$ cat src/rtl/dmem_arbiter.sv
// Two-port arbiter and access sequencer in front of a single-port data memory; DMEM_ARB_RR_EN selects round-robin.
// Latency: accept in T, memory access in T+1, response strobe in T+2; at most one access every 3 cycles.
// Backpressure: ready is raised only in IDLE and only to the winning port; the losing requester holds its request.
module dmem_arbiter #(
    parameter int AWIDTH = 8,
    parameter int DWIDTH = 32
) (
    input  logic                clk,
    input  logic                rst_n,
    input  logic                req_valid_0_i,
    input  logic                req_valid_1_i,
    output logic                req_ready_0_o,
    output logic                req_ready_1_o,
    input  logic                req_we_0_i,
    input  logic                req_we_1_i,
    input  logic [AWIDTH-1:0]   req_addr_0_i,
    input  logic [AWIDTH-1:0]   req_addr_1_i,
    input  logic [DWIDTH-1:0]   req_wdata_0_i,
    input  logic [DWIDTH-1:0]   req_wdata_1_i,
    input  logic [1:0]          req_size_0_i,
    input  logic [1:0]          req_size_1_i,
    output logic                rsp_valid_0_o,
    output logic                rsp_valid_1_o,
    output logic [DWIDTH-1:0]   rsp_rdata_0_o,
    output logic [DWIDTH-1:0]   rsp_rdata_1_o,
    output logic                rsp_err_0_o,
    output logic                rsp_err_1_o,
    output logic [AWIDTH-1:0]   mem_addr_o,
    output logic [DWIDTH-1:0]   mem_wdata_o,
    output logic                mem_wen_o,
    output logic [DWIDTH/8-1:0] mem_wmask_o,
    input  logic [DWIDTH-1:0]   mem_rdata_i,
    output logic                busy_o
);
    localparam int MWIDTH = DWIDTH / 8;
    localparam logic [AWIDTH:0] ADDR_LIMIT = (AWIDTH + 1)'((2 ** AWIDTH) - 4);
    localparam bit DWORD_OK = (MWIDTH >= 8);

    typedef enum logic [1:0] {S_IDLE, S_ACCESS, S_RESP} state_t;

    state_t                 state_q, state_d;
    logic                   port_q, port_d;
    logic                   we_q, we_d;
    logic [AWIDTH-1:0]      addr_q, addr_d;
    logic [DWIDTH-1:0]      wdata_q, wdata_d;
    logic [1:0]             size_q, size_d;
    logic                   err_q, err_d;
    logic [1:0][DWIDTH-1:0] rsp_rdata_q, rsp_rdata_d;
    logic [1:0]             rsp_err_q, rsp_err_d;

    logic                   any_vld;
    logic                   gnt_port;
    logic                   sel_we;
    logic [AWIDTH-1:0]      sel_addr;
    logic [DWIDTH-1:0]      sel_wdata;
    logic [1:0]             sel_size;
    logic                   sel_err;

    // Mask is built at 8 bits and only then fitted to MWIDTH, after legality is decided.
    function automatic logic [MWIDTH-1:0] size_mask(input logic [1:0] size);
        logic [7:0] m8;
        case (size)
            2'b00:   m8 = 8'h01;
            2'b01:   m8 = 8'h03;
            2'b10:   m8 = 8'h0F;
            default: m8 = 8'hFF;
        endcase
        return MWIDTH'(m8);
    endfunction

    function automatic logic [DWIDTH-1:0] mask_bits(input logic [MWIDTH-1:0] m);
        logic [DWIDTH-1:0] bits;
        bits = '0;
        for (int i = 0; i < MWIDTH; i++) begin
            bits[i*8 +: 8] = {8{m[i]}};
        end
        return bits;
    endfunction

`ifdef DMEM_ARB_RR_EN
    logic last_q, last_d;
`endif

    always_comb begin
        any_vld = req_valid_0_i | req_valid_1_i;
`ifdef DMEM_ARB_RR_EN
        gnt_port = (req_valid_0_i && req_valid_1_i) ? ~last_q : ~req_valid_0_i;
`else
        gnt_port = ~req_valid_0_i;
`endif
        sel_we    = gnt_port ? req_we_1_i    : req_we_0_i;
        sel_addr  = gnt_port ? req_addr_1_i  : req_addr_0_i;
        sel_wdata = gnt_port ? req_wdata_1_i : req_wdata_0_i;
        sel_size  = gnt_port ? req_size_1_i  : req_size_0_i;
        sel_err   = (sel_we && (sel_addr[1:0] != 2'b00))
                 || ((sel_size == 2'b11) && !DWORD_OK)
                 || ({1'b0, sel_addr} > ADDR_LIMIT);
    end

    always_comb begin
        state_d     = state_q;
        port_d      = port_q;
        we_d        = we_q;
        addr_d      = addr_q;
        wdata_d     = wdata_q;
        size_d      = size_q;
        err_d       = err_q;
        rsp_rdata_d = rsp_rdata_q;
        rsp_err_d   = rsp_err_q;
`ifdef DMEM_ARB_RR_EN
        last_d      = last_q;
`endif
        req_ready_0_o = 1'b0;
        req_ready_1_o = 1'b0;
        rsp_valid_0_o = 1'b0;
        rsp_valid_1_o = 1'b0;
        mem_addr_o    = '0;
        mem_wdata_o   = '0;
        mem_wen_o     = 1'b0;
        mem_wmask_o   = '0;

        case (state_q)
            S_IDLE: begin
                if (any_vld) begin
                    req_ready_0_o = ~gnt_port;
                    req_ready_1_o = gnt_port;
                    port_d  = gnt_port;
                    we_d    = sel_we;
                    addr_d  = sel_addr;
                    wdata_d = sel_wdata;
                    size_d  = sel_size;
                    err_d   = sel_err;
`ifdef DMEM_ARB_RR_EN
                    last_d  = gnt_port;
`endif
                    state_d = S_ACCESS;
                end
            end
            S_ACCESS: begin
                mem_addr_o  = addr_q;
                mem_wdata_o = wdata_q;
                mem_wen_o   = we_q && !err_q;
                mem_wmask_o = we_q ? size_mask(size_q) : '0;
                // Load data is captured here so the response is registered in RESP.
                rsp_rdata_d[port_q] = (we_q || err_q) ? '0
                                    : (mem_rdata_i & mask_bits(size_mask(size_q)));
                rsp_err_d[port_q]   = err_q;
                state_d = S_RESP;
            end
            S_RESP: begin
                rsp_valid_0_o = ~port_q;
                rsp_valid_1_o = port_q;
                state_d = S_IDLE;
            end
            default: state_d = S_IDLE;
        endcase
    end

    always_ff @(posedge clk or negedge rst_n) begin
        if (!rst_n) begin
            state_q     <= S_IDLE;
            port_q      <= 1'b0;
            we_q        <= 1'b0;
            addr_q      <= '0;
            wdata_q     <= '0;
            size_q      <= '0;
            err_q       <= 1'b0;
            rsp_rdata_q <= '0;
            rsp_err_q   <= '0;
`ifdef DMEM_ARB_RR_EN
            last_q      <= 1'b1;
`endif
        end else begin
            state_q     <= state_d;
            port_q      <= port_d;
            we_q        <= we_d;
            addr_q      <= addr_d;
            wdata_q     <= wdata_d;
            size_q      <= size_d;
            err_q       <= err_d;
            rsp_rdata_q <= rsp_rdata_d;
            rsp_err_q   <= rsp_err_d;
`ifdef DMEM_ARB_RR_EN
            last_q      <= last_d;
`endif
        end
    end

    assign rsp_rdata_0_o = rsp_rdata_q[0];
    assign rsp_rdata_1_o = rsp_rdata_q[1];
    assign rsp_err_0_o   = rsp_err_q[0];
    assign rsp_err_1_o   = rsp_err_q[1];
    assign busy_o        = (state_q != S_IDLE);

endmodule

$ cat config.mk
export PLATFORM = sky130hd
export DESIGN_NAME = dmem_arbiter
export DESIGN_NICKNAME = d
export VERILOG_FILES = /design/src/rtl/dmem_arbiter.sv
export SDC_FILE = /design/constraint.sdc
export NUM_CORES = 1
export LEC_CHECK = 0
export ABC_AREA = 1
export BUFFER_PORTS_ARGS = -buffer_cell sky130_fd_sc_hd__buf_2
export CAP_MARGIN = 20
export CORE_ASPECT_RATIO = 0.7
export CORE_MARGIN = 1.5
export CORE_UTILIZATION = 43
export DETAILED_ROUTE_END_ITERATION = 6
export PLACE_DENSITY_LB_ADDON = 0.1
export SYNTH_ARGS = -nofsm -noshare
export SYNTH_HDL_FRONTEND = slang
export SYNTH_SLANG_ARGS = --single-unit
$ cat constraint.sdc
create_clock -name clk -period 1.36 [get_ports clk]
set_input_delay 0.34 -clock clk [delete_from_list [all_inputs] [get_ports clk]]
set_output_delay 0.34 -clock clk [all_outputs]
set_load 0.02 [all_outputs]
==> flow_metrics.py <==
metrics = {
    "run_status": {
        "status": "complete, but fails checks",
        "violations": "negative setup slack",
    },
    "drt": {
        "drtIter0Drc": 324,
        "num_vias": 5601,
        "m1WireLength_mm": 7.866,
        "drt_first_pass_iters": 4,
        "avgRoutedWirePerCell_um": 15.44,
        "wl_met3_mm": 1.286,
        "drt-vias-per-instance": 4.909,
        "drc_errors": 0,
        "totalWireLength_mm": 17.62,
        "top_layer": "met4",
        "wl_met2_mm": 8.289,
        "ant_nets": 0,
    },
    "yosys": {
        "yosysWarnings": 0,
        "synth_area_leader_cell": "dfrtp_1",
        "synth.most_common_cell": "nand2_1",
        "syn_area_um2": 5405,
        "synthCells": 695,
        "seq_area_frac_synth_pct": 52.31,
        "synth_flop_cell": "dfrtp_1",
        "postSynthAreaPerCell_um2": 7.777,
        "synth_area_leaders": "dfrtp_1, nand2_1, nor2_1, a31oi_1, inv_1",
        "synth_common_cells": "nand2_1, dfrtp_1, nor2_1",
        "yosysUniqueCellTypes": 20,
        "synth_top_area_share_pct": 52.31,
        "ys_ff_latch": 113,
        "synth-edff-count": 0,
        "syn_nets": 817,
        "async_reset_ff_share_pct": 100.0,
    },
    "clock_network": {
        "numCtsBuffers": 17,
        "clk_latency_ns": 0.41,
        "cts_max_path_buffers": 2,
        "cts_sinks": 113,
        "cts-root-buf": "clkbuf_16",
        "path_clk_slew_ns": 0.06,
        "htreeDepth": 4,
        "cts_tree": "built",
    },
    "worst_setup_path": {
        "crit_buf_inv": 3,
        "cp-start-kind": "flop",
        "cpLargestDelayFamily": "buffers and inverters",
        "setup.worst_path.class": "reg2out",
        "endpoint_kind": "output port",
        "cp.arrival_ns": 1.52,
        "crit_required_ns": 1.02,
        "critPathSlowestCell": "dfrtp_1",
        "worstPathMaxFanout": 12,
        "cp_cell_sequence": "nor2_4, inv_8, buf_16, nor2_2, buf_4",
        "critPathMaxStageDelay_ns": 0.40,
    },
    "cells_and_area": {
        "syn2layout_area_growth_pct": 57.52,
        "final_cells": 1141,
        "layout.nets": 1088,
        "fillers": 1006,
        "diodes": 0,
        "drive_above_1_share_pct": 40.45,
        "finish.utilization_pct": 69.02,
    },
    "global_routing": {
        "grt_pass1_wl_mm": 27.66,
        "grt_overflow_total": 0,
        "grt_use_total_pct": 26.90,
        "grt_max_degree": 45,
        "antenna_found_initial": 0,
        "grt_pass1_vias": 5528,
    },
    "placement": {
        "io_buffers": 237,
        "post-dp-hpwl_mm": 10.92,
        "gp_congestion": 0.8134,
        "dpl.cell_count": 1090,
        "place_ws_ns": -0.06556,
    },
    "timing": {
        "fin_ws_ns": -0.5000,
        "final.setup.tns_ns": -36.08,
        "fin_skew_ns": 0.01446,
        "hold_viol": 0,
        "period_needed_ns": 1.860,
        "grt_setup_unrepaired": "yes",
        "holdWs_ns": 0.1808,
        "fmax_ghz": 0.5376,
        "final_max_slew_viol_count": 0,
        "worstMarginPinSlew_ns": 0.4620,
        "max_slew_margin_pct": 69.16,
        "setup_viol": 158,
        "post-route-period-util_pct": 136.8,
    },
    "die": {
        "rows": 34,
        "pin_count": 238,
        "core-area_um2": 12340,
        "die_x_um": 137.0,
        "start_util_pct": 43.81,
        "die_area_um2": 13260,
        "die_h_um": 96.81,
    },
    "worst_hold_path": {
        "hold_path.class": "in2reg",
    },
    "power": {
        "power_density_nw_per_um2": 2551,
        "ir_worst_vdd_mv": 1.295,
        "p_leak_nw": 4.697,
    },
    "job": {
        "cap_violations": 0,
    },
}
-- registers in the layout (all words and copies together) (netlist names) --
name / cells
rsp_rdata_0_o: 32
rsp_rdata_1_o: 32
wdata_q: 32
addr_q: 8
rsp_err_q: 2
size_q: 2
state_q: 2
err_q: 1
port_q: 1
we_q: 1
-- where the power goes --
part | total [mW] | switching [mW] | leakage, nW | internal (mW)
Combinational | 11.2 | 6.60 | 2.96 | 4.65
Clock | 4.81 | 1.64 | 0.299 | 3.17
Sequential | 5.67 | 0.835 | 1.44 | 4.83
Total | 21.7 | 9.07 | 4.70 | 12.7
-- cell usage in the layout (no fill, tap or decap), types with 3 or more instances in the layout --
cell type / instances
buf_16: 7
nand2_1: 293
dfrtp_1: 113
nor3_4: 3
o21ai_2: 16
o21ai_0: 11
buf_4: 41
buf_12: 10
a31oi_1: 33
buf_2: 187
bufbuf_16: 3
nand3_1: 8
inv_1: 53
nor2_4: 33
clkbuf_16: 19
bufinv_16: 4
clkinvlp_4: 4
nor2_2: 10
buf_6: 38
nor2_1: 68
inv_2: 5
-- cell families (layout without fill, tap and decap cells) --
| kind of cell | Yosys count | after routing | share of synthesized area, % |
|---|---|---|---|
| flops | 113 | 113 | 52.31 |
| simple gates | 420 | 420 | 30.53 |
| buf+inv | 100 | 384 | 9.491 |
| compound gates | 62 | 62 | 7.662 |
-- layer usage --
metal  vias up  global-route usage [%]
met5         -                       0
met2       202                   41.86
met1      2707                   37.21
met4         0                   8.340
met3        20                   6.394
li1       2672                       -
-- layout make-up --
cell class	count	area (um^2)	share of cell area (%)
inverter	61	244.0	2.866
timing repair inverter	1	6.256	0.07348
timing repair buffer	290	2237	26.27
clock inverter	12	181.4	2.131
multi-input combinational	482	2359	27.70
sequential	113	2828	33.21
clock buffer	20	456.7	5.364
tap	162	202.7	2.381
-- tightest hold or removal path: stages --
cell and delay, ns:
buf_2 0.10, nand2_1 0.05, a31oi_1 0.07
-- worst paths after layout --
check,from,endpoint,slack (ns),cells after the start
setup / recovery,state_q[1],mem_wdata_o[19],-0.50,5
hold / removal,req_wdata_1_i[3],wdata_q[3],0.18,3
setup reg to reg,state_q[1],rsp_rdata_0_o[17],-0.27,9
hold reg to reg,rsp_rdata_1_o[20],rsp_rdata_1_o[20],0.47,2
max in group asynchronous,rst_n,wdata_q[24],0.42,3
min in group asynchronous,rst_n,rsp_rdata_0_o[2],0.36,2
-- metrics by stage --
step	power [mW]	cell area (um^2)
after floorplan	11.00	5451
after global placement	13.74	6937
after detailed placement	13.91	6937
after CTS	20.61	8117
after global routing	22.98	8514
final	21.72	8514
-- timing repair --
action                                 in CTS  in global routing
gates resized for setup                    84                 91
endpoints found under the hold margin      18                  0
setup endpoints to repair                 103                160
gates cloned                               10                  2
hold buffers                                1                  0
pin swaps                                   3                  2
setup buffers                               5                  1
Note: power is estimated with default switching activity, not from simulation.
